`config.mk`:
```
export PLATFORM = sky130hd
export DESIGN_NAME = gpio_multichannel_core
export DESIGN_NICKNAME = d
export VERILOG_FILES = /design/src/rtl/gpio_pkg.sv /design/src/rtl/gpio_channel.sv /design/src/rtl/gpio_multichannel_core.sv
export SDC_FILE = /design/constraint.sdc
export NUM_CORES = 1
export LEC_CHECK = 0
export CORE_MARGIN = 5
export CORE_UTILIZATION = 50
export CTS_CLUSTER_DIAMETER = 30
export DETAILED_ROUTE_END_ITERATION = 8
export PLACE_DENSITY = 0.72
export SETUP_SLACK_MARGIN = 0.2
export SLEW_MARGIN = 20
export SYNTH_ARGS = -nofsm -noshare
export SYNTH_HDL_FRONTEND = slang
export SYNTH_SLANG_ARGS = --single-unit
```
`constraint.sdc`:
```
create_clock -name clk -period 1.7 [get_ports clk]
set_clock_uncertainty 0.05 [all_clocks]
set_input_delay 0.17 -clock clk [delete_from_list [all_inputs] [get_ports clk]]
set_output_delay 0.17 -clock clk [all_outputs]
set_load 0.01 [all_outputs]
```
`src/rtl/gpio_pkg.sv`:
```
// Shared register map and offset decode for the multichannel GPIO core.
package gpio_pkg;

  localparam int          GPIO_MAX_CHANNELS = 8;
  localparam logic [11:0] GPIO_CH_STRIDE    = 12'h020;

  localparam logic [4:0]  GPIO_DATA_OFS     = 5'h00;
  localparam logic [4:0]  GPIO_TRI_OFS      = 5'h04;
  localparam logic [4:0]  GPIO_IN_OFS       = 5'h08;
  localparam logic [4:0]  GPIO_RISE_EN_OFS  = 5'h0C;
  localparam logic [4:0]  GPIO_FALL_EN_OFS  = 5'h10;
  localparam logic [4:0]  GPIO_ISR_OFS      = 5'h14;

  localparam logic [11:0] GPIO_GIER_ADDR    = 12'h200;
  localparam logic [11:0] GPIO_IPISR_ADDR   = 12'h204;

  // Word index within a channel window; the two trailing codes are holes in the map.
  typedef enum logic [2:0] {
    REG_DATA    = GPIO_DATA_OFS[4:2],
    REG_TRI     = GPIO_TRI_OFS[4:2],
    REG_IN      = GPIO_IN_OFS[4:2],
    REG_RISE_EN = GPIO_RISE_EN_OFS[4:2],
    REG_FALL_EN = GPIO_FALL_EN_OFS[4:2],
    REG_ISR     = GPIO_ISR_OFS[4:2],
    REG_RSVD6   = 3'd6,
    REG_RSVD7   = 3'd7
  } gpio_reg_e;

  function automatic gpio_reg_e decode_reg(input logic [4:0] ofs);
    return gpio_reg_e'(ofs[4:2]);
  endfunction

endpackage

```
`src/rtl/gpio_channel.sv`:
```
// One GPIO channel: output/tri-state registers, input synchroniser, edge capture into W1C ISR.
module gpio_channel
  import gpio_pkg::*;
#(
  parameter int C_GPIO_WIDTH  = 32,
  parameter int C_SYNC_STAGES = 2
) (
  input  logic                    clk,
  input  logic                    rst_n,
  input  logic                    wr_data,
  input  logic                    wr_tri,
  input  logic                    wr_rise_en,
  input  logic                    wr_fall_en,
  input  logic                    wr_isr,
  input  logic [C_GPIO_WIDTH-1:0] wdata,
  input  gpio_reg_e               rd_reg,
  output logic [C_GPIO_WIDTH-1:0] rd_data,
  input  logic [C_GPIO_WIDTH-1:0] pad_i,
  output logic [C_GPIO_WIDTH-1:0] pad_o,
  output logic [C_GPIO_WIDTH-1:0] pad_t,
  output logic [C_GPIO_WIDTH-1:0] isr
);

  localparam int W = C_GPIO_WIDTH;

  logic [W-1:0] data_q, tri_q, rise_en_q, fall_en_q, isr_q;
  logic [W-1:0] sync_q [C_SYNC_STAGES];
  logic [W-1:0] prev_q;
  logic [W-1:0] sync_v, rise, fall, w1c_mask;

  assign sync_v   = sync_q[C_SYNC_STAGES-1];
  assign rise     = sync_v & ~prev_q;
  assign fall     = ~sync_v & prev_q;
  assign w1c_mask = wr_isr ? wdata : '0;

  always_ff @(posedge clk or negedge rst_n) begin
    if (!rst_n) begin
      for (int i = 0; i < C_SYNC_STAGES; i++) sync_q[i] <= '0;
      prev_q <= '0;
    end else begin
      // NOTE: non-blocking assignments let every stage take the previous stage's old value,
      // so the chain really is C_SYNC_STAGES flops deep regardless of statement order.
      sync_q[0] <= pad_i;
      for (int i = 1; i < C_SYNC_STAGES; i++) sync_q[i] <= sync_q[i-1];
      prev_q <= sync_v;
    end
  end

  always_ff @(posedge clk or negedge rst_n) begin
    if (!rst_n) begin
      data_q    <= '0;
      tri_q     <= '1;
      rise_en_q <= '0;
      fall_en_q <= '0;
      isr_q     <= '0;
    end else begin
      if (wr_data)    data_q    <= wdata;
      if (wr_tri)     tri_q     <= wdata;
      if (wr_rise_en) rise_en_q <= wdata;
      if (wr_fall_en) fall_en_q <= wdata;
      // A fresh edge in the same cycle as its W1C keeps the bit set.
      isr_q <= (isr_q & ~w1c_mask) | (rise & rise_en_q) | (fall & fall_en_q);
    end
  end

  always_comb begin
    // NOTE: default first so every path assigns rd_data and no latch is inferred.
    rd_data = '0;
    unique case (rd_reg)
      REG_DATA:    rd_data = data_q;
      REG_TRI:     rd_data = tri_q;
      REG_IN:      rd_data = sync_v;
      REG_RISE_EN: rd_data = rise_en_q;
      REG_FALL_EN: rd_data = fall_en_q;
      REG_ISR:     rd_data = isr_q;
      default:     rd_data = '0;
    endcase
  end

  assign pad_o = data_q;
  assign pad_t = tri_q;
  assign isr   = isr_q;

endmodule

```
`src/rtl/gpio_multichannel_core.sv`:
```
// N-channel GPIO core: address decode, registered read mux, global interrupt enable and IRQ tree.
module gpio_multichannel_core
  import gpio_pkg::*;
#(
  parameter int C_NUM_CHANNELS = 2,
  parameter int C_GPIO_WIDTH   = 32,
  parameter int C_SYNC_STAGES  = 2
) (
  input  logic                                   clk,
  input  logic                                   rst_n,
  input  logic                                   reg_wr_en,
  input  logic                                   reg_rd_en,
  input  logic [11:0]                            reg_addr,
  input  logic [31:0]                            reg_wdata,
  output logic [31:0]                            reg_rdata,
  output logic                                   reg_rd_valid,
  output logic                                   reg_err,
  input  logic [C_NUM_CHANNELS*C_GPIO_WIDTH-1:0] gpio_io_i,
  output logic [C_NUM_CHANNELS*C_GPIO_WIDTH-1:0] gpio_io_o,
  output logic [C_NUM_CHANNELS*C_GPIO_WIDTH-1:0] gpio_io_t,
  output logic                                   ip2intc_irpt
);

  localparam int N = C_NUM_CHANNELS;
  localparam int W = C_GPIO_WIDTH;

  logic [3:0]          acc_ch;
  gpio_reg_e           acc_reg;
  logic                ch_hit, gier_hit, ipisr_hit, mapped;
  logic [N-1:0]        wr_ch;
  logic [N-1:0]        isr_any;
  logic [W-1:0]        ch_rd_data [N];
  logic [31:0]         rd_word;
  logic                gier_q;
  logic                unused_bits;

  assign unused_bits = ^{reg_addr[1:0], reg_wdata};

  // Channel windows fill 0x000..0x1FF; channel index is the stride-sized slot number.
  assign acc_ch    = reg_addr[8:5];
  assign acc_reg   = decode_reg(reg_addr[4:0]);
  assign ch_hit    = (reg_addr < GPIO_GIER_ADDR) && (int'(acc_ch) < N) && (acc_reg <= REG_ISR);
  assign gier_hit  = {reg_addr[11:2], 2'b00} == GPIO_GIER_ADDR;
  assign ipisr_hit = {reg_addr[11:2], 2'b00} == GPIO_IPISR_ADDR;
  assign mapped    = ch_hit | gier_hit | ipisr_hit;

  for (genvar c = 0; c < N; c++) begin : g_ch
    logic [W-1:0] ch_isr;

    assign wr_ch[c] = reg_wr_en && ch_hit && (acc_ch == 4'(c));

    gpio_channel #(
      .C_GPIO_WIDTH (W),
      .C_SYNC_STAGES(C_SYNC_STAGES)
    ) u_channel (
      .clk       (clk),
      .rst_n     (rst_n),
      .wr_data   (wr_ch[c] && acc_reg == REG_DATA),
      .wr_tri    (wr_ch[c] && acc_reg == REG_TRI),
      .wr_rise_en(wr_ch[c] && acc_reg == REG_RISE_EN),
      .wr_fall_en(wr_ch[c] && acc_reg == REG_FALL_EN),
      .wr_isr    (wr_ch[c] && acc_reg == REG_ISR),
      .wdata     (reg_wdata[W-1:0]),
      .rd_reg    (acc_reg),
      .rd_data   (ch_rd_data[c]),
      .pad_i     (gpio_io_i[c*W +: W]),
      .pad_o     (gpio_io_o[c*W +: W]),
      .pad_t     (gpio_io_t[c*W +: W]),
      .isr       (ch_isr)
    );

    assign isr_any[c] = |ch_isr;
  end

  always_comb begin
    rd_word = '0;
    if (gier_hit) begin
      rd_word[0] = gier_q;
    end else if (ipisr_hit) begin
      rd_word[N-1:0] = isr_any;
    end else if (ch_hit) begin
      for (int c = 0; c < N; c++) begin
        if (acc_ch == 4'(c)) rd_word[W-1:0] = ch_rd_data[c];
      end
    end
  end

  always_ff @(posedge clk or negedge rst_n) begin
    if (!rst_n) begin
      gier_q       <= 1'b0;
      reg_rdata    <= '0;
      reg_rd_valid <= 1'b0;
      reg_err      <= 1'b0;
      ip2intc_irpt <= 1'b0;
    end else begin
      reg_rd_valid <= reg_rd_en;
      reg_err      <= (reg_rd_en | reg_wr_en) & ~mapped;
      if (reg_rd_en) reg_rdata <= rd_word;
      if (reg_wr_en && gier_hit) gier_q <= reg_wdata[0];
      ip2intc_irpt <= gier_q & (|isr_any);
    end
  end

endmodule

```
==> impl_metrics.py <==
metrics = {
    "critical_path": {
        "cpPeakStageDelay_ps": 400,
        "crit_path_end_kind": "register",
        "critical_path_arrival_ps": 2330,
        "crit_chain": "nor4_4 -> buf_4 -> nand4_1 -> nor2_2 -> o31ai_1 -> o221a_2",
        "cp_max_fo": 2,
        "worstPathRequired_ps": 2180,
        "cpMaxStageDelayCell": "dfrtp_1",
        "path_class": "register to register",
        "cp-start-kind": "register",
    },
    "placed_design": {
        "globalplace.congestion": 0.9156,
        "io_buffers": 272,
        "dp.cells": 2677,
        "hpwlAfterDp_um": 49220,
        "place_area_um2": 28200,
    },
    "routing": {
        "drt_pre_antenna_iters": 6,
        "via_count": 18810,
        "wl_per_cell_um": 26.82,
        "drc": 0,
        "drt_iter0_drc": 2145,
        "totalWireLength_um": 83730,
        "viasPerCell": 6.023,
        "ant_nets": 0,
    },
    "sta": {
        "final_max_slew_viol_count": 0,
        "timing.final.crit_share": 1.088,
        "hold_viol": 0,
        "min_period_ps": 1849,
        "setup_viol": 3,
        "max_slew.worst_pin.slew_ps": 795.7,
        "fmax_mhz": 540.9,
        "slew_headroom": 0.4695,
        "fin_ws_ps": -148.9,
        "rsz0062_at_grt": "true",
    },
    "power": {
        "ir_worst_vdd_mv": 1.016,
        "p_int_uw": 29330,
        "power_switching_uw": 9260,
        "switching_share": 0.2399,
        "p_comb_frac": 0.067,
        "p_leak_uw": 0.01631,
        "pwr-share-seq": 0.360,
        "power_density_nw_per_um2": 1115,
        "p_clk_frac": 0.574,
    },
    "global_route": {
        "track_usage": 0.3281,
        "grt_util_met3": 0.09145,
        "grt_use_met1": 0.4214,
        "grt_max_degree": 107,
        "grt_busiest_layer": "met2",
        "antenna_found_initial": 2,
        "use_met2": 0.5130,
        "grt_pass1_vias": 20340,
        "overflow": 0,
        "grt_pass1_wl_um": 125500,
    },
    "synthesis": {
        "syn-cell-area_um2": 22670,
        "ys_ff_latch": 548,
        "synth_most_common_cell": "dfrtp_1",
        "synth_top_flop_cell": "dfrtp_1",
        "syn_avg_cell_area_um2": 12.98,
        "synth.top_cells.by_area": "dfrtp_1, mux2_2, dfstp_2",
        "ys_warn_count": 0,
        "synth_top_area_share": 0.5342,
        "postSynth.asyncResetShare": 1.000,
        "ys_types": 54,
        "synth-edff-count": 0,
        "synth_top_area_cell": "dfrtp_1",
        "synth_nets": 1858,
        "ys_seq_area_frac": 0.6084,
        "syn-instance-count": 1746,
        "synth_top_cells_by_count": "dfrtp_1, mux2_2, nand2_1",
    },
    "floorplan": {
        "fp-row-count": 78,
        "die_h_um": 222.9,
        "io_pins": 275,
        "die_w_um": 222.9,
        "initial_core_util": 0.5028,
        "core_um2": 45090,
        "dieArea_um2": 49700,
    },
    "clock_network": {
        "clk_pin_slew_ps": 50,
        "cts_tree": "yes",
        "numCtsBuffers": 110,
        "cts_root_buf": "clkbuf_16",
        "htreeDepth": 3,
        "cts.path.max_buffers": 3,
        "cts_sinks": 548,
        "clock_latency_ps": 660,
    },
    "cells_and_area": {
        "areaGrowthSynthToFinish_pct": 52.72,
        "fill_cells": 2460,
        "fin_cells": 3122,
        "fin_area_um2": 34620,
        "layout-drive-gt1-share": 0.4667,
        "final_nets": 2535,
    },
    "run": {
        "drv_cap": 0,
    },
    "outcome": {
        "violations": "setup timing",
        "status": "finished with violations",
    },
    "min_path": {
        "hp-class": "input pin to async pin",
    },
}
final timing paths:
kind / startpoint / end / slack, ps / depth (start not counted)
setup / recovery: g_ch[0].u_channel.isr[1] / reg_rdata[0] / -150 / 6
setup reg to reg: g_ch[0].u_channel.isr[1] / reg_rdata[0] / -150 / 6
min in group clk: reg_addr[3] / reg_err / 110 / 4
max in group asynchronous: rst_n / g_ch[0].u_channel.pad_o[6] / 710 / 3
hold / removal: rst_n / g_ch[0].u_channel.pad_t[8] / 40 / 2
hold reg to reg: g_ch[1].u_channel.sync_q[63] / g_ch[1].u_channel.sync_v[31] / 280 / 0
per-layer routing:
layer | vias to the layer above | wire length (µm)
met3 | 345 | 8157
met1 | 9537 | 31480
met5 | - | 0
li1 | 7704 | -
met4 | 0 | 4821
met2 | 1219 | 39270
critical path: cells and delay by family, from the launching register on:
family | cells | cell delay, ps
AOI/OAI and AO/OA | 2 | 340
buffers and inverters | 1 | 180
DFF | 1 | 400
and+or+nand+nor | 3 | 750
sequential cells by signal, summed over array words and instances (netlist names):
name                      flops
g_ch.u_channel.fall_en_q     64
g_ch.u_channel.isr           64
g_ch.u_channel.pad_o         64
g_ch.u_channel.pad_t         64
g_ch.u_channel.prev_q        64
g_ch.u_channel.rise_en_q     64
g_ch.u_channel.sync_q        64
g_ch.u_channel.sync_v        64
reg_rdata                    32
gier_q                        1
ip2intc_irpt                  1
reg_err                       1
reg_rd_valid                  1
power by group through the flow:
| stage | sequential, µW | clock, µW | combinational (µW) |
|---|---|---|---|
| final | 13900 | 22100 | 2570 |
| after global routing | 13900 | 23000 | 2710 |
| after CTS | 13800 | 22200 | 2430 |
| after detailed placement | 14000 | 0 | 2190 |
| after global placement | 14000 | 0 | 2150 |
| after floorplan | 13900 | 0 | 830 |
repair_timing:
| action | 4_1_cts | 5_1_grt |
|---|---|---|
| setup buffers | 137 | 15 |
| resized for setup | 789 | 78 |
| pin swaps | 42 | 34 |
| hold buffers | 66 | 1 |
| setup endpoints to repair | 515 | 206 |
| hold endpoints to repair | 568 | 1 |
| cloned | 14 | 1 |
cell usage in the layout (no fill, tap or decap), drive strengths merged, types with 32 or more instances in the layout:
master         netlist  layout
clkinv               0      32
buf                 96     506
dfrtp              484     484
a21oi               58      58
nand2              186     186
mux2               288     288
dfstp               64      64
a21o                64      64
nand3b              66      66
clkdlybuf4s50        0      97
a22oi               87      87
dlygate4sd3          0      66
o21ai               86      86
inv                 33      43
clkbuf              31     153
final cells by class:
class | instances | area [µm²] | share of cell area
Multi-Input combinational cell | 1038 | 9248 | 0.2671
Inverter | 33 | 123.9 | 0.003577
Tap cell | 600 | 750.7 | 0.02168
Sequential cell | 548 | 13800 | 0.3987
Clock buffer | 143 | 3057 | 0.08828
Timing Repair Buffer | 692 | 6792 | 0.1961
Clock inverter | 66 | 845.8 | 0.02443
Antenna cell | 2 | 5.005 | 0.0001445
stage by stage:
stage	hold WS [ps]	power, µW	setup TNS (ps)	utilization	worst slack, ps
final	44.21	38590	-180.6	0.7679	-148.9
after global routing	46.46	39660	-350.9	0.7679	-237.4
after CTS	7.281	38500	-26.57	0.7603	-26.57
after detailed placement	-18.91	16220	-235330	0.6254	-742.2
after global placement	-17.64	16160	-210780	0.6254	-686.7
after floorplan	-175.6	14750	0	-	48.45
kinds of logic after synthesis:
kind of cell    Yosys count  synth area share
flops                   548            0.6084
simple gates            334           0.07798
compound gates          385            0.1135
buf+inv                 160           0.04283
mux                     319            0.1573
Note: power is estimated with default switching activity, not from simulation.
